===== config.mk =====
export PLATFORM = sky130hd
export DESIGN_NAME = fsm_step_ctrl
export DESIGN_NICKNAME = d
export VERILOG_FILES = /design/src/rtl/fsm_stim_pkg.sv /design/src/rtl/fsm_debounce.sv /design/src/rtl/fsm_step_ctrl.sv
export SDC_FILE = /design/constraint.sdc
export NUM_CORES = 1
export LEC_CHECK = 0
export ABC_CLOCK_PERIOD_IN_PS = 2300
export CORE_UTILIZATION = 61
export DETAILED_ROUTE_END_ITERATION = 10
export GPL_TIMING_DRIVEN = 1
export PLACE_DENSITY = 0.83
export SYNTH_ARGS = -nofsm -noshare
export SYNTH_HDL_FRONTEND = slang
export SYNTH_SLANG_ARGS = --single-unit
export TNS_END_PERCENT = 5

===== constraint.sdc =====
create_clock -name clk -period 2.3 [get_ports clk]
set_clock_uncertainty 0.1 [all_clocks]
set_input_delay 0.69 -clock clk [delete_from_list [all_inputs] [get_ports clk]]
set_output_delay 0.69 -clock clk [all_outputs]
set_load 0.1 [all_outputs]

===== src/rtl/fsm_stim_pkg.sv =====
// Shared types and defaults for the step-controller input conditioning.
// Imported by the debounce cell and the step controller top.
package fsm_stim_pkg;

    typedef enum logic [1:0] {
        IDLE = 2'd0,
        LOAD = 2'd1,
        STEP = 2'd2
    } step_state_t;

    localparam int SYNC_STAGES    = 2;
    localparam int DEB_CYCLES_DEF = 16;
    localparam int AUTO_DIV_DEF   = 1000;

endpackage


===== src/rtl/fsm_debounce.sv =====
// One raw asynchronous input: flop synchronizer followed by a
// consecutive-difference debounce counter.
module fsm_debounce
    import fsm_stim_pkg::*;
#(
    parameter int DEB_CYCLES = DEB_CYCLES_DEF
) (
    input  logic clk,
    input  logic reset,
    input  logic raw,
    output logic deb
);

    localparam int CW = (DEB_CYCLES > 1) ? $clog2(DEB_CYCLES) : 1;
    localparam logic [CW-1:0] CNT_MAX = CW'(DEB_CYCLES - 1);

    logic [SYNC_STAGES-1:0] sync_q;
    logic [CW-1:0]          cnt;
    logic                   sync;

    assign sync = sync_q[SYNC_STAGES-1];

    always_ff @(posedge clk or negedge reset) begin
        if (!reset) begin
            sync_q <= '0;
            cnt    <= '0;
            deb    <= 1'b0;
        end else begin
            sync_q <= {sync_q[SYNC_STAGES-2:0], raw};
            if (sync == deb) begin
                cnt <= '0;
            end else if (cnt == CNT_MAX) begin
                deb <= sync;
                cnt <= '0;
            end else begin
                cnt <= cnt + CW'(1);
            end
        end
    end

endmodule


===== src/rtl/fsm_step_ctrl.sv =====
// Conditions switches/button for a downstream Moore FSM and issues
// single-cycle step strobes, manually or from the auto prescaler.
module fsm_step_ctrl
    import fsm_stim_pkg::*;
#(
    parameter int DEB_CYCLES = DEB_CYCLES_DEF,
    parameter int AUTO_DIV   = AUTO_DIV_DEF,
    parameter int CNT_W      = 8
) (
    input  logic             clk,
    input  logic             reset,
    input  logic [1:0]       sw_raw,
    input  logic             step_btn,
    input  logic             auto_en,
    output logic [1:0]       sw_in,
    output logic             ctrl_in,
    output logic [CNT_W-1:0] step_count,
    output logic             busy
);

    localparam int PW = $clog2(AUTO_DIV);
    localparam logic [PW-1:0] PRE_MAX = PW'(AUTO_DIV - 1);

    logic [1:0]  deb_sw;
    logic        deb_step;
    logic        deb_auto;
    logic        deb_step_q;
    logic [PW-1:0] pre;
    logic        man_req;
    logic        auto_tick;
    logic        req;
    logic        pending;
    logic        pend_d;
    step_state_t state;
    step_state_t state_d;

    for (genvar i = 0; i < 2; i++) begin : g_sw
        fsm_debounce #(.DEB_CYCLES(DEB_CYCLES)) u_deb (
            .clk   (clk),
            .reset (reset),
            .raw   (sw_raw[i]),
            .deb   (deb_sw[i])
        );
    end

    fsm_debounce #(.DEB_CYCLES(DEB_CYCLES)) u_deb_step (
        .clk   (clk),
        .reset (reset),
        .raw   (step_btn),
        .deb   (deb_step)
    );

    fsm_debounce #(.DEB_CYCLES(DEB_CYCLES)) u_deb_auto (
        .clk   (clk),
        .reset (reset),
        .raw   (auto_en),
        .deb   (deb_auto)
    );

    // The button is ignored entirely while auto mode owns the strobe.
    assign man_req   = deb_step & ~deb_step_q & ~deb_auto;
    assign auto_tick = deb_auto & (pre == PRE_MAX);
    assign req       = man_req | auto_tick;

    always_comb begin
        state_d = state;
        pend_d  = pending;
        unique case (state)
            IDLE: begin
                if (req || pending) begin
                    state_d = LOAD;
                    pend_d  = 1'b0;
                end
            end
            LOAD: begin
                state_d = STEP;
                if (req) pend_d = 1'b1;
            end
            STEP: begin
                if (req || pending) begin
                    state_d = LOAD;
                    pend_d  = 1'b0;
                end else begin
                    state_d = IDLE;
                end
            end
            default: begin
                state_d = IDLE;
                pend_d  = 1'b0;
            end
        endcase
    end

    always_ff @(posedge clk or negedge reset) begin
        if (!reset) begin
            deb_step_q <= 1'b0;
            pre        <= '0;
            state      <= IDLE;
            pending    <= 1'b0;
            busy       <= 1'b0;
            ctrl_in    <= 1'b0;
            sw_in      <= 2'b00;
            step_count <= '0;
        end else begin
            deb_step_q <= deb_step;
            if (!deb_auto)          pre <= '0;
            else if (pre == PRE_MAX) pre <= '0;
            else                    pre <= pre + PW'(1);
            state   <= state_d;
            pending <= pend_d;
            busy    <= (state_d == LOAD) || (state_d == STEP);
            ctrl_in <= (state == STEP);
            // Snapshot lands one cycle ahead of the strobe it belongs to.
            if (state == LOAD) sw_in <= deb_sw;
            if ((state == STEP) && (step_count != {CNT_W{1'b1}}))
                step_count <= step_count + CNT_W'(1);
        end
    end

endmodule


# ---- Yosys cells after proc, flatten, opt, wreduce, memory -nomap -nowiden
# Cells that the tools add are included.
dict set report op_classes {
  reduce_logical 10
  n_eq_ne 16
  mux 16
  addsub 6
  bitwise_logic 10
}
# op n
set ops {}
lappend ops {{$mux W4} 8}
lappend ops {{$mux W10} 2}
lappend ops {{$add A4 B1 Y4 const B} 4}
lappend ops {{$eq A4 B4 Y1 const B} 4}
lappend ops {{$add A10 B1 Y10 const B} 1}
lappend ops {{$eq A10 B10 Y1 const B} 1}
lappend ops {{$reduce_and A2 Y1} 5}
lappend ops {{$add A8 B1 Y8 const B} 1}
lappend ops {{$ne A8 B8 Y1 const B} 1}
lappend ops {{$not A1 Y1} 6}
lappend ops {{$pmux W2 S3} 1}
lappend ops {{$eq A1 B1 Y1} 4}
lappend ops {{$eq A2 B1 Y1 const B} 2}
lappend ops {{$eq A2 B2 Y1 const B} 2}
lappend ops {{$and A1 B1 Y1} 3}
lappend ops {{$mux W1} 3}
lappend ops {{$logic_not A2 Y1} 1}
lappend ops {{$logic_or A1 B1 Y1} 2}
lappend ops {{$mux W2} 1}
lappend ops {{$ne A2 B1 Y1 const B} 1}
lappend ops {{$ne A2 B2 Y1 const B} 1}
lappend ops {{$pmux W1 S2} 1}
lappend ops {{$reduce_or A2 Y1} 1}
lappend ops {{$logic_and A1 B1 Y1} 1}
lappend ops {{$or A1 B1 Y1} 1}
dict set report totals {
  output_inout_bits 12
  wordCells 78
  reg_bits 54
  in_bits 6
}

# ---- Longest topological paths before layout
dict set report depth {
  ltp_word 9
  mapped_depth 5
  mapped_depth_nobuf 5
}

# ---- Hierarchy
# From an unflattened synthesis, not the netlist that was laid out.
dict set report hier_totals {
  cells_unflattened 174
  hier_area_um2 2222.1
}
# mod area_per_inst_um2 seq_area_each_um2 cells_each instances
set by_module_without_submodules {}
lappend by_module_without_submodules {fsm_step_ctrl 1141.1 650.6 102 1}
lappend by_module_without_submodules {fsm_debounce 270.3 175.2 18 4}

# ---- Worst setup path after synthesis
# OpenSTA, ideal clock, no wires.
dict set report synth_path {
  path_type {register -> register}
  from {reg step_count[0]}
  to {reg step_count[6]}
  arrival_time_ns 1.921
  synth_period_minus_slack_ns 2.149
  n_path_buf 0
  slack_ns 0.151
  setup_ns 0.128
  path_stages_with_launch 5
  required_time_ns 2.072
  cell_sequence {dfrtp_1 > ha_1 > nand4_1 > nor2_1 > mux2_1}
}
dict set report synth_between {
  elab_chain_len 2
  elab_cells_between_ends 3
  classes_between {add/sub: 1; eq/ne: 1; reduce/logical: 1}
}
# item line
set synth_lines {}
lappend synth_lines {{start: declaration} fsm_step_ctrl.sv:17} ;# output logic [CNT_W-1:0] step_count,
lappend synth_lines {{start signal: assignment} fsm_step_ctrl.sv:116} ;# step_count <= step_count + CNT_W'(1);
lappend synth_lines {{branches (longest 2 deep; another with $add A8 B1 Y8)} -}
# Several ways; the timed one is not identified.
# A chain may end at the register's enable or synchronous reset.

# ---- Worst setup path in the final report
dict set report layout_path {
  from {reg step_count[7]}
  to {out step_count[7]}
}
# No word-level cell between the ends.

==> results.md <==
* Min Hold Slack at just under 0.2 ns
* Clk sink count at 54
* First drt pass iteration count at 4
* Final period utilization at 82.5%
* Synth Flop Type: dfrtp_1
* Relative slew slack at 62.5%
* Main combinational cell family by area after synthesis: simple AND/OR/NAND/NOR gates
* Async S/R FF share, synth at 100%
* Syn nets at roughly 190
* Reg clk slew, reported paths at roughly 0.15 ns
* Clk_lat worst skew at around 0.36 ns
* Power per cell area at about 590 mW/mm^2
* Cell count after synthesis at approximately 180
* Cell variety after synth at 31
* Post-detail-place hpwl at between 2000 and 3000 um
* Clock Path Buffers at 2
* Final GP Congestion at approximately 0.79
* Final hold vios at 0
* CP Capture Type: primary output
* R2r endpoint: busy$_DFF_PN0_
* Worst Path Arrival at roughly 1.1 ns
* Post-synth top area cell: dfrtp_1
* CTS buffer count at 5
* Synth cell count leaders: dfrtp_1 (54), xnor2_1 (16), nor2_1 (14)
* Post-placement cell count at 240
* Post-synthesis simple-gate area fraction at between 10% and 20%
* #FFs+latches synth at 54
* TritonCTS clock tree: built
* Final-stage net count at around 210
* H-tree Lvls at 2
* Core Rows at 21
* # Post-CTS Setup Buffers at 0
* Mux contribution to synthesized area at 4.97%
* Synthesized area at roughly 0.0022 sq mm
* Period minus WS final at 1.90 ns
* RR Startpoint: pre[0]$_DFF_PN0_
* Ys Warns at 0
* Setup TNS at 0 ns
* CP cell instances: buf_12
* Hold Path Class: in -> async
* DR vias at 1384
* Finish-stage setup viols at 0
* Die Width at between 60 and 70 um
* Die area at approximately 0.0039 sq mm
* Vias in the first global route at 1460
* Routed length per instance at roughly 15 um
* Tot Pwr at 1.52 mW
* R2R cell count at 5
* Synth Area in Compound Gates at about 6.3%
* Core box area at 0.00342 sq mm
* Hold_buf cts at 0
* Post-route cell area at approximately 0.0026 sq mm
* Routed WL at about 3600 um
* Initial Util at about two thirds
* Residual DRC at 0
* Largest stage delay, worst path at approximately 0.53 ns
* Reg2reg setup slack at approximately 0.58 ns
* Top-area cell type share of the netlist area at a little over 60%
* IO buf count at 17
* Worst Tran Pin Value at roughly 0.56 ns
* Synthesis-to-layout area growth at 17.2%
* Adder-cell area share of the yosys netlist at about 3.4%
* Total gr overflow at 0
* Peak VDD IR at just under 0.6 mV
* CP Data Required Time at 1.51 ns
* Placed cell area at roughly 0.0025 sq mm
* Crit Path Class: reg -> out
* P_leak at between 1 and 1.5 nW
* EDFF count, synth at 0
* Number of max-cap violations at 0
* CP delay by family, top: flip-flops
* XOR/XNOR share of the synthesized area at 7.90%
* Synthesized area per cell at ~13 sq um
* Unrepaired setup endpoints after global routing: false
* Crit path max-delay cell type: dfrtp_1
* Non-Filler Instances at 248
* GR Util All Layers at between 20% and 30%
* Top cells by area, synth: dfrtp_1 (61%), xnor2_1 (6.3%), ha_1 (3.4%)
* Share of cells above drive strength 1 at around 17%
* Status: completed
* Most numerous cell in the Yosys netlist: dfrtp_1
* CTS Root Buffer Type: clkbuf_4
* First-pass GRT wire length at between 6000 and 7000 um
* Iter 0 DRT Violations at 72
* CP max FO at 5
* Max-slew violation count at 0
* ANT nets after route at 0
* F_max at 527 MHz
* Worst path buffer plus inverter count at 1
* Avg Vias per Cell at about 5.6
* Num ports at 18
* Element type at the critical path start: flip-flop
* Chip height at between 60 and 70 um
* Seq/Total Area, Yosys at between 60% and 70%
* Initial antenna violation count at 0
* Largest net degree at the start of global routing at 55
* PostCTS Resize Cnt at 0
* Ant diodes at 0
## through the flow
step	setup slack [ns]	utilization, %
2_1_floorplan	0.151	-
3_3_place_gp	0.672	74.1
3_5_place_dp	0.581	74.1
4_1_cts	0.400	76.0
5_1_grt	0.357	76.0
6_report	0.402	76.0
## state kept, by name (all words and copies together), names as in the netlist, 2 cells and up
| register | cells |
|---|---|
| pre | 10 |
| g_sw.u_deb.cnt | 8 |
| u_deb_step.sync_q | 2 |
| u_deb_auto.sync_q | 2 |
| u_deb_auto.cnt | 4 |
| u_deb_step.cnt | 4 |
| g_sw.u_deb.sync_q | 4 |
| state | 2 |
| g_sw.u_deb.deb | 2 |
| sw_in | 2 |
| step_count | 8 |
## routing by layer
| layer | vias to the layer above | wire (um) | share of wire [%] | global-route usage, % |
|---|---|---|---|---|
| met4 | 0 | 40 | 1.1 | 7.56 |
| li1 | 661 | - | - | - |
| met5 | - | 0 | 0 | 0 |
| met3 | 6 | 110 | 3.0 | 5.51 |
| met2 | 20 | 1930 | 53 | 36.4 |
| met1 | 697 | 1530 | 42 | 25.9 |
## cell type report
cell class / instances / area [sq um]
flip-flops and latches: 54 / 1350
multi-input cells: 114 / 836
fillers: 218 / 818
repair buffers: 18 / 255
well taps: 46 / 57.6
clock buffers: 6 / 51.3
inverters: 8 / 30.0
clock inverters: 2 / 16.3
## cell families after synthesis
family | Yosys count
buf+inv | 8
compound gates | 19
mux | 10
simple gates | 59
flops | 54
fa+ha+maj | 6
xor+xnor | 20
## report_power, final
part | internal [mW] | total, mW | switching [mW]
logic | 0.0369 | 0.0834 | 0.0465
clock network | 0.153 | 0.439 | 0.286
registers | 0.975 | 0.998 | 0.0237
total | 1.16 | 1.52 | 0.356
## placed cells by master, fill, tap and decap left out
cell type	synthesis	final
nor3_1	3	3
dfrtp_1	54	54
buf_4	0	4
nor2_1	14	14
nand4b_1	4	4
o21ai_0	5	5
mux2_2	6	6
nand2_4	1	1
xor2_1	4	4
and2_1	3	3
mux2_1	2	2
nand2_1	4	4
nor2b_1	5	5
a311oi_1	1	1
nor3b_1	3	3
clkinvlp_4	0	1
buf_2	0	1
a21oi_2	1	1
nand4_2	1	1
clkbuf_4	0	5
and4_1	1	1
ha_1	6	6
nand3_1	9	9
buf_12	0	9
mux2i_1	2	2
a21oi_1	9	9
nand4_1	4	4
clkbuf_8	0	1
inv_1	7	7
o41ai_4	1	1
a21o_1	1	1
or3_1	1	1
xnor2_1	16	16
clkdlybuf4s50_1	0	4
a41oi_2	1	1
inv_6	0	1
nand2b_1	4	4
and3_1	2	2
inv_2	1	1
## how the worst max path moves through the flow
| stage | from | endpoint | slack, ns | cells after the start |
|---|---|---|---|---|
| after floorplan | step_count[0]$_DFFE_PN0P_ | step_count[6]$_DFFE_PN0P_ | 0.15 | 4 |
| after global placement | pre[0]$_DFF_PN0_ | busy$_DFF_PN0_ | 0.67 | 5 |
| after detailed placement | pre[0]$_DFF_PN0_ | busy$_DFF_PN0_ | 0.58 | 5 |
| after CTS | step_count[0]$_DFFE_PN0P_ | step_count[0] | 0.40 | 1 |
| after global routing | step_count[0]$_DFFE_PN0P_ | step_count[0] | 0.36 | 1 |
| final | step_count[7]$_DFFE_PN0P_ | step_count[7] | 0.40 | 1 |
(Power assumes the default switching activity.)
